[src/rtl/rxif_cfg_pkg.sv]
// Shared types for the RX IF configuration sequencer: FSM states, default
// page-select address and the table entry layout.
package rxif_cfg_pkg;

  typedef enum logic [1:0] {
    ST_IDLE  = 2'd0,
    ST_LOAD  = 2'd1,
    ST_ISSUE = 2'd2
  } state_e;

  localparam int unsigned CFG_ADDR_W = 5;
  localparam int unsigned CFG_DATA_W = 8;
  localparam logic [CFG_ADDR_W-1:0] PAGE_ADDR_DEFAULT = 5'h1F;

  typedef struct packed {
    logic [CFG_ADDR_W-1:0] addr;
    logic [CFG_DATA_W-1:0] data;
  } entry_t;

endpackage

[src/rtl/rxif_cfg_table.sv]
// Configuration entry storage: one write port, combinational read at ridx,
// cleared to all-zero by synchronous reset.
module rxif_cfg_table
  import rxif_cfg_pkg::*;
#(
  parameter int unsigned ADDR_W = CFG_ADDR_W,
  parameter int unsigned DATA_W = CFG_DATA_W,
  parameter int unsigned DEPTH  = 64,
  parameter int unsigned IDX_W  = $clog2(DEPTH)
) (
  input  logic              clk,
  input  logic              nrst,
  input  logic              we,
  input  logic [IDX_W-1:0]  widx,
  input  logic [ADDR_W-1:0] waddr,
  input  logic [DATA_W-1:0] wdata,
  input  logic [IDX_W-1:0]  ridx,
  output logic [ADDR_W-1:0] raddr,
  output logic [DATA_W-1:0] rdata
);

  logic [ADDR_W-1:0] addr_q [DEPTH];
  logic [ADDR_W-1:0] addr_d [DEPTH];
  logic [DATA_W-1:0] data_q [DEPTH];
  logic [DATA_W-1:0] data_d [DEPTH];

  always_comb begin
    addr_d = addr_q;
    data_d = data_q;
    if (we) begin
      addr_d[widx] = waddr;
      data_d[widx] = wdata;
    end
  end

  always_ff @(posedge clk) begin
    if (!nrst) begin
      addr_q <= '{default: '0};
      data_q <= '{default: '0};
    end else begin
      addr_q <= addr_d;
      data_q <= data_d;
    end
  end

  assign raddr = addr_q[ridx];
  assign rdata = data_q[ridx];

endmodule

[src/rtl/rxif_cfg_sequencer.sv]
// Replays a host-written (addr, data) table to the RX IF serial write master,
// dropping page-select writes that would not change the current page.
//
// state    | meaning
// ST_IDLE  | table writable, waiting for start
// ST_LOAD  | examine table[idx]: skip redundant page select or launch request
// ST_ISSUE | wr_valid held until the serial master accepts
module rxif_cfg_sequencer
  import rxif_cfg_pkg::*;
#(
  parameter int unsigned       ADDR_W    = CFG_ADDR_W,
  parameter int unsigned       DATA_W    = CFG_DATA_W,
  parameter int unsigned       DEPTH     = 64,
  parameter logic [ADDR_W-1:0] PAGE_ADDR = PAGE_ADDR_DEFAULT,
  localparam int unsigned      IDX_W     = $clog2(DEPTH)
) (
  input  logic              clk,
  input  logic              nrst,
  input  logic              tbl_we,
  input  logic [IDX_W-1:0]  tbl_widx,
  input  logic [ADDR_W-1:0] tbl_waddr,
  input  logic [DATA_W-1:0] tbl_wdata,
  output logic              tbl_err,
  input  logic [IDX_W:0]    len,
  input  logic              start,
  output logic              busy,
  output logic              done,
  output logic              wr_valid,
  input  logic              wr_ready,
  output logic [ADDR_W-1:0] wr_addr,
  output logic [DATA_W-1:0] wr_data,
  output logic [IDX_W:0]    skip_cnt
);

  state_e            state_q, state_d;
  logic [IDX_W-1:0]  idx_q, idx_d;
  logic [IDX_W:0]    len_q, len_d;
  logic [IDX_W:0]    skip_cnt_q, skip_cnt_d;
  logic              page_known_q, page_known_d;
  logic [DATA_W-1:0] cur_page_q, cur_page_d;
  logic              done_q, done_d;
  logic              tbl_err_q, tbl_err_d;
  logic              wr_valid_q, wr_valid_d;
  logic [ADDR_W-1:0] wr_addr_q, wr_addr_d;
  logic [DATA_W-1:0] wr_data_q, wr_data_d;

  logic [ADDR_W-1:0] rd_addr;
  logic [DATA_W-1:0] rd_data;
  logic              last;
  logic              tbl_wr_ok;

  assign tbl_wr_ok = tbl_we && (state_q == ST_IDLE);

  rxif_cfg_table #(
    .ADDR_W (ADDR_W),
    .DATA_W (DATA_W),
    .DEPTH  (DEPTH),
    .IDX_W  (IDX_W)
  ) u_table (
    .clk   (clk),
    .nrst  (nrst),
    .we    (tbl_wr_ok),
    .widx  (tbl_widx),
    .waddr (tbl_waddr),
    .wdata (tbl_wdata),
    .ridx  (idx_q),
    .raddr (rd_addr),
    .rdata (rd_data)
  );

  // len_q is never zero outside IDLE, so len_q-1 cannot wrap where it matters
  assign last = ({1'b0, idx_q} == (len_q - (IDX_W+1)'(1)));

  always_comb begin
    state_d      = state_q;
    idx_d        = idx_q;
    len_d        = len_q;
    skip_cnt_d   = skip_cnt_q;
    page_known_d = page_known_q;
    cur_page_d   = cur_page_q;
    done_d       = 1'b0;
    tbl_err_d    = tbl_we && (state_q != ST_IDLE);
    wr_valid_d   = wr_valid_q;
    wr_addr_d    = wr_addr_q;
    wr_data_d    = wr_data_q;
    case (state_q)
      ST_IDLE: begin
        if (start) begin
          len_d        = (len > (IDX_W+1)'(DEPTH)) ? (IDX_W+1)'(DEPTH) : len;
          idx_d        = '0;
          page_known_d = 1'b0;
          skip_cnt_d   = '0;
          if (len == '0) done_d = 1'b1;
          else           state_d = ST_LOAD;
        end
      end
      ST_LOAD: begin
        if ((rd_addr == PAGE_ADDR) && page_known_q && (rd_data == cur_page_q)) begin
          skip_cnt_d = skip_cnt_q + (IDX_W+1)'(1);
          if (last) begin
            state_d = ST_IDLE;
            done_d  = 1'b1;
          end else begin
            idx_d = idx_q + IDX_W'(1);
          end
        end else begin
          wr_valid_d = 1'b1;
          wr_addr_d  = rd_addr;
          wr_data_d  = rd_data;
          state_d    = ST_ISSUE;
        end
      end
      ST_ISSUE: begin
        if (wr_ready) begin
          if (wr_addr_q == PAGE_ADDR) begin
            cur_page_d   = wr_data_q;
            page_known_d = 1'b1;
          end
          wr_valid_d = 1'b0;
          if (last) begin
            state_d = ST_IDLE;
            done_d  = 1'b1;
          end else begin
            idx_d   = idx_q + IDX_W'(1);
            state_d = ST_LOAD;
          end
        end
      end
      default: state_d = ST_IDLE;
    endcase
  end

  always_ff @(posedge clk) begin
    if (!nrst) begin
      state_q      <= ST_IDLE;
      idx_q        <= '0;
      len_q        <= '0;
      skip_cnt_q   <= '0;
      page_known_q <= 1'b0;
      cur_page_q   <= '0;
      done_q       <= 1'b0;
      tbl_err_q    <= 1'b0;
      wr_valid_q   <= 1'b0;
      wr_addr_q    <= '0;
      wr_data_q    <= '0;
    end else begin
      state_q      <= state_d;
      idx_q        <= idx_d;
      len_q        <= len_d;
      skip_cnt_q   <= skip_cnt_d;
      page_known_q <= page_known_d;
      cur_page_q   <= cur_page_d;
      done_q       <= done_d;
      tbl_err_q    <= tbl_err_d;
      wr_valid_q   <= wr_valid_d;
      wr_addr_q    <= wr_addr_d;
      wr_data_q    <= wr_data_d;
    end
  end

  assign busy     = (state_q != ST_IDLE);
  assign done     = done_q;
  assign tbl_err  = tbl_err_q;
  assign wr_valid = wr_valid_q;
  assign wr_addr  = wr_addr_q;
  assign wr_data  = wr_data_q;
  assign skip_cnt = skip_cnt_q;

endmodule
[config.mk]
export PLATFORM = sky130hd
export DESIGN_NAME = rxif_cfg_sequencer
export DESIGN_NICKNAME = d
export VERILOG_FILES = /design/src/rtl/rxif_cfg_pkg.sv /design/src/rtl/rxif_cfg_table.sv /design/src/rtl/rxif_cfg_sequencer.sv
export SDC_FILE = /design/constraint.sdc
export NUM_CORES = 2
export LEC_CHECK = 0
export ABC_AREA = 1
export CAP_MARGIN = 10
export CORE_AREA = 2 2 333 335
export DETAILED_ROUTE_END_ITERATION = 7
export DIE_AREA = 0 0 335 337
export PLACE_DENSITY_LB_ADDON = 0.3
export SLEW_MARGIN = 10
export SYNTH_ARGS = -nofsm -noshare
export SYNTH_HDL_FRONTEND = slang
export SYNTH_SLANG_ARGS = --single-unit
[constraint.sdc]
create_clock -name clk -period 2.53 [get_ports clk]
set_input_delay 0.6325 -clock clk [delete_from_list [all_inputs] [get_ports clk]]
set_output_delay 0.6325 -clock clk [all_outputs]
set_load 0.1 [all_outputs]
==> impl_metrics.env <==
export IMPL_rsz0062_at_grt="true"
export IMPL_worst_ep_arrival_time_ps=3630
export IMPL_final_nets=5396
export IMPL_worst_path_max_delay_cell="dfxtp_4"
export IMPL_max_slew_margin=0.577
export IMPL_failed_checks="negative setup slack"
export IMPL_cts_buffers=93
export IMPL_cp_start_kind="flop"
export IMPL_grt_util_all_layers=0.237
export IMPL_fin_crit_ps=3050
export IMPL_fin_crit_sh=1.21
export IMPL_grt_pass1_wl_um=210000
export IMPL_timing_rr_start="idx_q[0]"
export IMPL_power_switching_mw=16.0
export IMPL_syn_nets=5316
export IMPL_multiInputGateArea_um2=18000
export IMPL_area_delta_synth_final_pct=24.6
export IMPL_clk_pin_slew_worst_paths_ps=60
export IMPL_yosysWarnings=0
export IMPL_ir_drop_uv=696
export IMPL_setup_viol=30
export IMPL_avgSynthCellArea_um2=7.20
export IMPL_rows=122
export IMPL_clk_latency_ps=680
export IMPL_fin_area_um2=47300
export IMPL_final_fill_count=11000
export IMPL_status="finished with violations"
export IMPL_regArea_um2=17600
export IMPL_finalHoldViolCount=0
export IMPL_p_comb_frac=0.349
export IMPL_drt_iter0_markers=4221
export IMPL_die_h_um=337
export IMPL_synth_top_cell_area_share=0.463
export IMPL_cts_sinks=879
export IMPL_slew_violations=0
export IMPL_port_buffers=54
export IMPL_drt_antenna_violating_nets=0
export IMPL_seq_power_share=0.324
export IMPL_cp_common_cell="buf_4"
export IMPL_via_count=37400
export IMPL_leakage_nw=18.4
export IMPL_final_setup_tns_ps=-11900
export IMPL_grt_pass1_vias=34100
export IMPL_cts_tree="built"
export IMPL_dp_cells=6637
export IMPL_min_path_type="in2reg"
export IMPL_min_from="nrst"
export IMPL_clk_path_buf_depth=3
export IMPL_initial_core_util=0.347
export IMPL_setup_ws_ps=-522
export IMPL_drcViolationCount=0
export IMPL_worstPathRequired_ps=3110
export IMPL_drive_above_1_share=0.144
export IMPL_hold_end="u_table.data_q[140]"
export IMPL_total_power_mw=44.6
export IMPL_fin_skew_ps=33.2
export IMPL_ys_seq_area_frac=0.463
export IMPL_grt_antenna_before_repair=1
export IMPL_avgViaCountPerCell=5.45
export IMPL_grt_max_degree=107
export IMPL_hpwl_um=84600
export IMPL_rr_worst_depth=19
export IMPL_coreArea_um2=110000
export IMPL_cts_root_buf="clkbuf_16"
export IMPL_die_w_um=335
export IMPL_gp_congestion=0.882
export IMPL_wl_per_cell_um=20.2
export IMPL_p_int_mw=28.6
export IMPL_netlist_area_um2=38000
export IMPL_first_pass_iters=5
export IMPL_post_dp_cell_area_um2=42600
export IMPL_synth_area_leaders="dfxtp_1, o21ai_0, a21oi_1"
export IMPL_ioPinCount=55
export IMPL_critical_path_cell_chain="buf_12 -> clkinv_16 -> buf_12 -> buf_12 -> o211ai_1 -> a21oi_1 -> nor2_2 -> nand2_2 -> nand3_1 -> nand2_2 -> buf_4 -> buf_4 -> buf_4 -> buf_4 -> buf_4 -> buf_4 -> buf_4 -> o21ai_2 -> a21oi_1"
export IMPL_drt_total_wl_um=139000
export IMPL_layoutNonFillerInstCount=6860
export IMPL_syn_inst=5278
export IMPL_fmax_mhz=328
export IMPL_r2r_slack_ps=-520
export IMPL_ys_seq_elements=879
export IMPL_dieArea_um2=113000
export IMPL_layout_common_cells="o21ai_0, a21oi_1, dfxtp_1"
export IMPL_cp_max_fo=13
export IMPL_hold_depth=3
export IMPL_critPathMaxStageDelay_ps=390
export IMPL_postCtsHoldBufs=0
export IMPL_rr_endpoint="wr_addr[2]"
export IMPL_final_common_cell="o21ai_0"
export IMPL_yosys_area_top_type="dfxtp_1"
export IMPL_path_class="reg2reg"
export IMPL_end_kind="flop"
export IMPL_worst_slew_pin_slew_ps=634
export IMPL_synth_cell_types=34
export IMPL_grt_overflow=0
export IMPL_power_frac_clock=0.327
export IMPL_max_cap_violations=0
export IMPL_p_per_area_nw_per_um2=943
export IMPL_swShare=0.360
export IMPL_cts_max_level=3
[worst max-delay path by stage]
stage          startpoint          end  slack [ps]  cells past startpoint
6_report         idx_q[0]   wr_addr[2]        -520                     19
5_1_grt          idx_q[0]  skip_cnt[1]        -570                     22
2_1_floorplan  state_q[0]  skip_cnt[0]         160                      9
3_5_place_dp     idx_q[0]   wr_data[2]        -610                     18
4_1_cts          idx_q[0]  skip_cnt[3]        -380                     19
3_3_place_gp     idx_q[0]  skip_cnt[6]        -600                     24
[worst max-delay path, delay by kind of cell, from the launching register on]
family,cells,cell delay (ps)
flops,1,390
compound gates,4,530
buf+inv,11,1480
simple gates,4,540
[flip-flops by register name (all words and copies together), names as in the netlist, 5 cells and up]
signal and flops:
idx_q 6, skip_cnt 7, len_q 7, wr_addr 5
wr_data 8, u_table.data_q 512, u_table.addr_q 320, cur_page_q 8
[kinds of logic (layout without fill, tap and decap cells)]
family	count (synthesis)	count (layout)	synth area share
AOI/OAI and AO/OA	2036	2036	0.272
and+or+nand+nor	1677	1677	0.181
DFF	879	879	0.463
buffers and inverters	669	824	0.0788
xor gates and xnor gates	10	10	0.00231
adders and majority gates	7	7	0.00231
other	0	1	0
[per-layer routing]
| metal | up-vias | GRT usage | routed length (um) |
|---|---|---|---|
| met3 | 234 | 0.0339 | 9480 |
| li1 | 18100 | - | - |
| met4 | 4 | 0.0709 | 3930 |
| met1 | 17800 | 0.342 | 64200 |
| met2 | 1300 | 0.364 | 61200 |
| met5 | - | 0 | 34 |
[timing repair]
action | CTS | global route
buffers inserted | 29 | 6
endpoints found under the setup margin | 30 | 31
resized for setup | 129 | 87
pin swaps | 28 | 53
cloned | 16 | 4
[Yosys cell counts (all sizes together)]
cell        n
nor4        1
a22oi       3
dfxtp     879
xnor2       1
a21oi     926
nor2      512
nand3b      4
nor3       21
o211ai     45
xor2        9
a211oi      4
inv       171
clkbuf    333
buf       163
nand2     732
or2         5
o2111ai     1
nand4       5
o21ai    1057
clkinv      2
nand3     397
ha          7
[per-stage QoR]
stage	hold WS, ps	util	setup slack [ps]
floorplan	424	-	159
global placement	431	0.388	-598
detailed placement	437	0.388	-612
CTS	372	0.429	-378
global route	392	0.432	-575
finish	403	0.432	-522
[power groups by stage]
stage | sequential, mW | clock, mW | combinational, mW
2_1_floorplan | 15.6 | 0 | 6.69
3_3_place_gp | 14.8 | 0 | 13.0
3_5_place_dp | 14.8 | 0 | 13.0
4_1_cts | 14.5 | 14.7 | 14.8
5_1_grt | 14.5 | 15.3 | 16.5
6_report | 14.5 | 14.6 | 15.6
[layout make-up]
cell class	instances	area share
flip-flops and latches	879	0.372
inverters	173	0.0145
multi-input cells	3730	0.380
repair inverters	2	0.000529
repair buffers	479	0.127
well taps	1426	0.0377
clock inverters	38	0.0104
diodes	1	0.0000529
clock buffers	132	0.0581
(Power assumes the default switching activity.)
